File: config.mk
export PLATFORM = sky130hd
export DESIGN_NAME = clk_div_bank
export DESIGN_NICKNAME = d
export VERILOG_FILES = /design/src/rtl/clk_div_pkg.sv /design/src/rtl/clk_div_ch.sv /design/src/rtl/clk_div_bank.sv
export SDC_FILE = /design/constraint.sdc
export NUM_CORES = 1
export LEC_CHECK = 0
export ABC_AREA = 1
export CORE_ASPECT_RATIO = 0.7
export CORE_MARGIN = 4
export CORE_UTILIZATION = 58
export DETAILED_ROUTE_END_ITERATION = 10
export GPL_TIMING_DRIVEN = 0
export PLACE_DENSITY = 0.78
export SKIP_LAST_GASP = 1
export SLEW_MARGIN = 15
export SYNTH_ARGS = -nofsm -noshare
export SYNTH_HDL_FRONTEND = slang
export SYNTH_SLANG_ARGS = --single-unit
File: constraint.sdc
create_clock -name clk -period 3.9 [get_ports clk]
set_input_delay 0.975 -clock clk [delete_from_list [all_inputs] [get_ports clk]]
set_output_delay 0.975 -clock clk [all_outputs]
set_load 0.02 [all_outputs]
File: src/rtl/clk_div_pkg.sv
// Shared helpers for the clock-divider bank.
// Provides the channel-index width derivation used by the port lists.
package clk_div_pkg;

  function automatic int unsigned clog2(input int unsigned n);
    int unsigned w;
    w = 0;
    while ((32'd1 << w) < n) w++;
    return w;
  endfunction

  // A single channel still needs a 1-bit select port.
  function automatic int unsigned ch_idx_w(input int unsigned n_ch);
    return (n_ch <= 1) ? 1 : clog2(n_ch);
  endfunction

endpackage

File: src/rtl/clk_div_ch.sv
// One divider channel: period counter, active/pending divisor and
// registered divided-clock and tick outputs.
module clk_div_ch #(
  parameter int unsigned      WIDTH       = 32,
  parameter logic [WIDTH-1:0] DEFAULT_DIV = WIDTH'(50_000_000)
) (
  input  logic             clk,
  input  logic             rst,
  input  logic             en,
  input  logic             sync,
  input  logic             wr_en,
  input  logic [WIDTH-1:0] wr_div,
  output logic             div_out,
  output logic             tick,
  output logic             pend
);

  logic [WIDTH-1:0] r_cnt;
  logic [WIDTH-1:0] r_div_act;
  logic [WIDTH-1:0] r_div_pend;
  logic             r_pend_valid;
  logic             r_out;
  logic             r_tick;

  logic             w_stopped;
  logic             w_wrap;
  logic             w_apply;
  logic [WIDTH-1:0] w_half;

  assign w_stopped = (r_div_act == '0);
  // Compare with >= so an out-of-range count still wraps cleanly.
  assign w_wrap    = !w_stopped && (r_cnt >= r_div_act - WIDTH'(1));
  // ceil(div/2) written without an overflowing div+1.
  assign w_half    = (r_div_act >> 1) + WIDTH'(r_div_act[0]);
  assign w_apply   = r_pend_valid && (sync || w_stopped || (en && w_wrap));

  // NOTE: non-blocking assignments mean every reference below sees the
  // pre-edge value, so an apply always consumes the old pending divisor even
  // when a new write lands in the same cycle.
  always_ff @(posedge clk) begin
    if (rst) begin
      r_cnt        <= '0;
      r_div_act    <= DEFAULT_DIV;
      r_pend_valid <= 1'b0;
      r_out        <= 1'b0;
      r_tick       <= 1'b0;
    end else begin
      if (sync || w_stopped) begin
        r_cnt  <= '0;
        r_out  <= 1'b0;
        r_tick <= 1'b0;
      end else if (en) begin
        r_tick <= (r_cnt == '0);
        r_out  <= (r_cnt < w_half);
        r_cnt  <= w_wrap ? '0 : r_cnt + WIDTH'(1);
      end else begin
        r_tick <= 1'b0;
      end

      if (w_apply) r_div_act <= r_div_pend;

      if (wr_en)        r_pend_valid <= 1'b1;
      else if (w_apply) r_pend_valid <= 1'b0;
    end
  end

  // NOTE: the pending divisor carries no reset; it is only ever read while
  // r_pend_valid is set, and that flag is reset.
  always_ff @(posedge clk) begin
    if (wr_en) r_div_pend <= wr_div;
  end

  assign div_out = r_out;
  assign tick    = r_tick;
  assign pend    = r_pend_valid;

endmodule

File: src/rtl/clk_div_bank.sv
// Bank of independent programmable clock dividers on one system clock.
// Only the write-channel decode lives here; all state is per channel.
module clk_div_bank
  import clk_div_pkg::*;
#(
  parameter int unsigned      N_CH        = 4,
  parameter int unsigned      WIDTH       = 32,
  parameter logic [WIDTH-1:0] DEFAULT_DIV = WIDTH'(50_000_000)
) (
  input  logic                        clk,
  input  logic                        rst,
  input  logic [N_CH-1:0]             en,
  input  logic                        sync,
  input  logic                        wr_en,
  input  logic [ch_idx_w(N_CH)-1:0]   wr_ch,
  input  logic [WIDTH-1:0]            wr_div,
  output logic [N_CH-1:0]             div_out,
  output logic [N_CH-1:0]             tick,
  output logic [N_CH-1:0]             pend
);

  localparam int unsigned CH_W = ch_idx_w(N_CH);

  logic [N_CH-1:0] w_wr_sel;

  for (genvar gi = 0; gi < N_CH; gi++) begin : g_ch
    // Indices >= N_CH match no channel, so such writes are dropped.
    assign w_wr_sel[gi] = wr_en && (wr_ch == CH_W'(gi));

    clk_div_ch #(
      .WIDTH       (WIDTH),
      .DEFAULT_DIV (DEFAULT_DIV)
    ) u_ch (
      .clk     (clk),
      .rst     (rst),
      .en      (en[gi]),
      .sync    (sync),
      .wr_en   (w_wr_sel[gi]),
      .wr_div  (wr_div),
      .div_out (div_out[gi]),
      .tick    (tick[gi]),
      .pend    (pend[gi])
    );
  end

endmodule

== Yosys cells after proc, flatten, opt, wreduce, memory -nomap -nowiden ==
Cells that the tools add are included.

* $add $sub $neg: 12
* Magnitude comparators: 8
* Equal/unequal tests: 3
* Mux-type cells: 12
* Bitwise gates (word level): 4
* Reductions and logical operators: 49

{| class="wikitable"
|+ Operators by type and width
! operator !! count
|-
| 32-bit zero test || 8
|-
| 31-bit by 1-bit adder with 32-bit output || 4
|-
| 32-bit by 1-bit adder with 32-bit output (second input constant) || 4
|-
| 32-bit greater-or-equal comparator || 4
|-
| 32-bit < comparator || 4
|-
| 32-bit 2-to-1 mux || 4
|-
| 32-bit by 1-bit subtractor with 32-bit output (second input constant) || 4
|-
| 1-bit logical AND || 16
|-
| 3-bit OR reduction || 4
|-
| 1-bit logical OR || 8
|-
| 1-bit 2-to-1 mux || 8
|-
| 2-bit nonzero test || 4
|-
| 2-bit OR reduction || 4
|-
| 2-bit == test (second input constant) || 2
|-
| 1-bit zero test || 4
|-
| 1-bit inverter || 4
|-
| 2-bit by 1-bit == test with 1-bit output (second input constant) || 1
|-
| 2-bit zero test || 1
|}

* Register bits after elaboration: 396
* Input bits: 42
* Output and inout port bits: 12
* Logic and storage cells: 112

== Longest topological paths before layout ==
* Word-level depth: 8
* Depth in mapped cells: 26
* Mapped depth without buffers: 24

== Hierarchy ==
A second synthesis with hierarchy kept.

* Cell total of the unflattened synthesis: 3851
* Area total of the unflattened synthesis: 29089.1 sq um

{| class="wikitable"
|+ Modules (own cells, without submodules)
! module !! times used !! cells each !! area an instance (sq um) !! sequential area each (sq um)
|-
| clk_div_ch at g_ch[0].u_ch ... || 3 || 962 || 7312.0 || 2302.2
|-
| clk_div_ch at g_ch[1].u_ch || 1 || 957 || 7123.1 || 2302.2
|-
| clk_div_bank || 1 || 8 || 30.0 || 0.0
|}

== Worst setup path before layout ==
OpenSTA, ideal clock, no wires.

* Path type: in2reg
* From: input wr_ch[1]
* To: register g_ch[0].u_ch.r_div_pend[0] (enable)
* Arrival: 3.302 ns
* Data required time: 3.436 ns
* Slack: 0.134 ns
* Stages on the path: 1
* Cell sequence: nor3_1

* Cells in the longest elaborated chain, start to end: 2

{| class="wikitable"
|+ RTL lines
! what !! line !! text
|-
| start, declared || clk_div_bank.sv:15 || <nowiki>input logic [ch_idx_w(N_CH)-1:0] wr_ch,</nowiki>
|-
| 2-bit zero test || clk_div_bank.sv:28 || <nowiki>assign w_wr_sel[gi] = wr_en && (wr_ch == CH_W'(gi));</nowiki>
|-
| 1-bit logical AND || clk_div_bank.sv:28 ||
|-
| end signal, assigned || clk_div_ch.sv:70 || <nowiki>if (wr_en) r_div_pend <= wr_div;</nowiki>
|-
| end, declared || clk_div_ch.sv:20 || <nowiki>logic [WIDTH-1:0] r_div_pend;</nowiki>
|}

Every way passes these cells.
A chain may end at the register's enable or synchronous reset.

== Worst setup path in the final report ==
* From: register g_ch[1].u_ch.r_div_act[0]
* To: register g_ch[1].u_ch.r_div_act[22]

* Cells in the longest elaborated chain, start to end: 6

{| class="wikitable"
|+ RTL lines
! what !! line !! text
|-
| start, declared || clk_div_ch.sv:19 || <nowiki>logic [WIDTH-1:0] r_div_act;</nowiki>
|-
| start signal, assigned || clk_div_ch.sv:60 || <nowiki>if (w_apply) r_div_act <= r_div_pend;</nowiki>
|-
| 32-bit by 1-bit subtractor with 32-bit output / 32-bit zero test (equally long branches) || clk_div_ch.sv:32, clk_div_ch.sv:30 ||
|-
| 32-bit greater-or-equal comparator / 1-bit zero test (equally long branches) || clk_div_ch.sv:32 || <nowiki>assign w_wrap = !w_stopped && (r_cnt >= r_div_act - WIDTH'(1));</nowiki>
|-
| 1-bit logical AND || clk_div_ch.sv:32 ||
|-
| 1-bit logical AND || clk_div_ch.sv:35 || <nowiki>assign w_apply = r_pend_valid && (sync || w_stopped || (en && w_wrap));</nowiki>
|-
| 1-bit logical OR * || clk_div_ch.sv:35 ||
|-
| 1-bit logical AND * || clk_div_ch.sv:35 ||
|}

Mark *: on every way between the ends. The rest lies on a longest branch, timed or not.

==> impl_results.rst <==
.. list-table::
   :header-rows: 1

   * - Metric
     - Value
   * - Run status
     - finished clean
   * - Total of endpoints with negative setup slack in the final report
     - 0
   * - Crit start category
     - register
   * - Mean Syn Cell Area
     - 7.460 µm²
   * - Core Util, Final
     - 0.6548
   * - Net Count, Synth
     - 4130
   * - Number of nets with antenna violations after detailed routing
     - 0
   * - Post-synth cell types
     - 53
   * - Top cells by area, synth
     - dfxtp_1 (19%), edfxtp_1 (14%), ha_1 (12%), nand2_1 (10%), xor2_1 (7.4%)
   * - Seq cells post-synth
     - 396
   * - Length of the first detailed-routing pass in iterations
     - 6
   * - Share of Yosys cell area claimed by the top area cell type
     - 0.1885
   * - Largest net degree at the start of global routing
     - 16
   * - Sinks on Clock Net
     - a little under 400
   * - Clock-pin transition on the worst setup and hold timing paths
     - roughly 0.06 ns
   * - Highest cell delay on the worst timing path
     - about 0.37 ns
   * - Width of the chip
     - 272.8 µm
   * - Routed via count
     - about 25k
   * - Die footprint
     - 52740 µm²
   * - Netlist area before placement
     - roughly 28000 µm²
   * - Cell repeated most along the worst path
     - nand2_1
   * - Gp weighted congestion
     - a little under 1
   * - First-pass GRT wire length
     - roughly 120000 µm
   * - Switching share of power
     - 0.2580
   * - Sequential fraction of the synthesis area
     - 0.3235
   * - Via count normalized by instance count
     - 5.483
   * - Shortest period the worst path allows
     - 3.731 ns
   * - Vias in the first global route
     - roughly 23k
   * - Yosys warning total
     - 0
   * - Required arrival time at the worst endpoint
     - approximately 4.3 ns
   * - Max H-tree Level
     - 2
   * - DRC
     - 0
   * - Internal cell power
     - approximately 7 mW
   * - Peak Freq
     - between 200 and 300 MHz
   * - Critical Path End Type
     - register
   * - Antenna cells
     - 0
   * - Worst hold slack
     - ~0.48 ns
   * - Remaining max-slew budget at the tightest pin
     - 0.4046
   * - Total net switching power
     - 2.476 mW
   * - Die extent in y
     - 193.4 µm
   * - Effective utilization at floorplan
     - 0.5906
   * - Critical path type
     - register to register
   * - Most area-hungry cell type in the Yosys netlist
     - dfxtp_1
   * - Logic gate share of total power
     - 0.100
   * - Clock tree from TritonCTS
     - done
   * - I/O pin count
     - 54
   * - Fill cell count
     - around 4.2k
   * - Final non-filler cell total
     - between 4k and 5k
   * - Layout cells sized above 1
     - 0.09834
   * - Proportion of power drawn by flip-flops and latches
     - 0.463
   * - Count of endpoints failing hold in the final timing report
     - 0
   * - Power Dens Cells
     - 304.0 nW/µm²
   * - Half-perimeter wire length after placement
     - around 59000 µm
   * - Clock insertion delay at the later pin of the skew report
     - roughly 0.60 ns
   * - Deepest clock path buffer count
     - 3
   * - Post-placement cell count
     - between 4k and 5k
   * - Clock buffers created by TritonCTS
     - approximately 40
   * - Remaining global-route overflow
     - 0
   * - Pin slew with the least headroom to its limit
     - a little under 0.9 ns
   * - Detailed Route WL
     - between 70000 and 80000 µm
   * - Drt initial violations
     - approximately 2.6k
   * - Cell leakage power
     - 14.37 nW
   * - Slowest cell on crit path
     - dfxtp_2
   * - Area of the core
     - ~48000 µm²
   * - CTS root buffer
     - clkbuf_16
   * - Growth of design area from synthesis to finish
     - 10.87%
   * - GRT Util Overall
     - 0.2796
   * - Antenna violations before repair
     - 3
   * - Nets@finish
     - around 4.2k
   * - Class of the worst hold path
     - register to register
   * - Part of the power in the clock network
     - 0.438
   * - Setup TNS after final layout
     - 0 ns
   * - Number of violations of the max-capacitance limit
     - 0
   * - Core Rows
     - between 60 and 70
   * - Max-slew violations
     - 0
   * - Synth Instances
     - between 3k and 4k
   * - Average wire per cell in the routed design
     - between 15 and 20 µm
   * - Worst IR Drop VDD
     - between 0.2 and 0.3 mV
   * - CP Max Fanout
     - 10
   * - Final worst path period share
     - 0.9566
   * - Arrival time at the worst endpoint
     - around 4.2 ns
   * - Maximum clock skew at final layout
     - roughly 0.03 ns
   * - Quantity of I/O buffers inserted on ports
     - 50
-- worst max-delay path, delay by kind of cell (launching register included) --
kind / cells / cell delay [ns]
fa+ha+maj: 2 / 0.47
flops: 1 / 0.37
simple gates: 19 / 2.19
xor+xnor: 1 / 0.17
buf+inv: 3 / 0.38
-- sequential cells by signal (all words and copies together) (netlist names) --
| signal | cells |
|---|---|
| g_ch.u_ch.r_cnt | 128 |
| g_ch.u_ch.div_out | 4 |
| g_ch.u_ch.tick | 4 |
| g_ch.u_ch.r_div_pend | 128 |
| g_ch.u_ch.pend | 4 |
| g_ch.u_ch.r_div_act | 128 |
-- stage by stage --
step | area, µm² | power (mW) | worst slack (ns)
floorplan | 28470 | 5.122 | 0.1341
global placement | 29790 | 5.411 | -1.852
detailed placement | 29900 | 5.438 | -0.1059
CTS | 31330 | 9.613 | -0.008563
global route | 31560 | 9.936 | -0.03772
finish | 31560 | 9.594 | 0.1695
-- synthesized netlist by cell type (all sizes together) --
master	number
a211oi	2
a21o	9
a21oi	225
a31o	2
a31oi	3
a32o	1
a32oi	1
and3	2
buf	105
clkbuf	42
dfxtp	268
edfxtp	128
ha	272
inv	462
nand2	804
nand3	319
nand3b	8
nand4	92
nor2	509
nor3	125
nor3b	13
nor4	62
o2111ai	3
o21a	14
o21ai	55
o21bai	1
o221ai	3
o31ai	1
or2	5
or3	1
xnor2	37
xor2	242
-- cell families (layout without fill, tap and decap cells) --
family | after synthesis | in the layout | synth area share
AND/OR/NAND/NOR | 1940 | 1940 | 0.3206
buffers and inverters | 609 | 759 | 0.09015
flip-flops | 396 | 396 | 0.3235
AO/OA/AOI/OAI | 320 | 320 | 0.06035
XOR/XNOR | 279 | 279 | 0.08584
adder cells (fa/ha/maj) | 272 | 272 | 0.1196
-- power groups by stage --
stage	clock network [mW]	registers (mW)	logic (mW)
after global routing	4.43	4.45	1.06
after global placement	0	4.53	0.883
final	4.20	4.44	0.958
after CTS	4.26	4.44	0.920
after floorplan	0	4.51	0.615
after detailed placement	0	4.53	0.912
-- per-layer routing --
metal | share of wire | up-vias | track usage
met3 | 0.097 | 105 | 0.05412
met2 | 0.41 | 915 | 0.4069
met4 | 0.020 | 0 | 0.05630
li1 | - | 12780 | -
met5 | 0 | - | 0
met1 | 0.47 | 11540 | 0.4309
-- cell type report --
class / count / area [µm²] / area share
Clock inverter: 23 / 306.5 / 0.009713
Inverter: 462 / 1737 / 0.05502
Multi-Input combinational cell: 2811 / 16850 / 0.5338
Tap cell: 655 / 819.5 / 0.02597
Timing Repair Buffer: 74 / 688.2 / 0.02180
Sequential cell: 396 / 9211 / 0.2919
Buffer: 147 / 849.6 / 0.02692
Clock buffer: 53 / 1102 / 0.03493
-- cell usage in the layout, fill, tap and decap left out, types with 46 or more instances in the layout --
| master | count |
|---|---|
| buf_2 | 46 |
| nor2_1 | 438 |
| ha_1 | 270 |
| edfxtp_1 | 128 |
| clkbuf_1 | 52 |
| nand4_1 | 82 |
| xor2_1 | 241 |
| buf_4 | 52 |
| inv_1 | 439 |
| a21oi_1 | 224 |
| nor3_1 | 93 |
| nand2_1 | 772 |
| clkdlybuf4s50_1 | 50 |
| nand3_1 | 298 |
| dfxtp_1 | 266 |
| nor4_1 | 54 |
| o21ai_0 | 53 |
-- path summary, 6_finish.rpt --
kind / from / cells past startpoint / end / slack (ns)
worst min register to register: g_ch[1].u_ch.div_out$_SDFFE_PP0P_ / 2 / g_ch[1].u_ch.div_out$_SDFFE_PP0P_ / 0.48
worst max register to register: g_ch[1].u_ch.r_div_act[0]$_SDFFE_PP0P_ / 25 / g_ch[1].u_ch.r_div_act[22]$_SDFFE_PP1P_ / 0.17
worst min-delay path: g_ch[1].u_ch.div_out$_SDFFE_PP0P_ / 2 / g_ch[1].u_ch.div_out$_SDFFE_PP0P_ / 0.48
worst max-delay path: g_ch[1].u_ch.r_div_act[0]$_SDFFE_PP0P_ / 25 / g_ch[1].u_ch.r_div_act[22]$_SDFFE_PP1P_ / 0.17
-- what timing repair did --
item                                    4_1_cts  5_1_grt
hold buffers                                  0        0
resized for setup                             5       44
pin swaps                                     0       13
setup buffers                                 0       13
endpoints found under the setup margin       35      240
(Power assumes the default switching activity.)
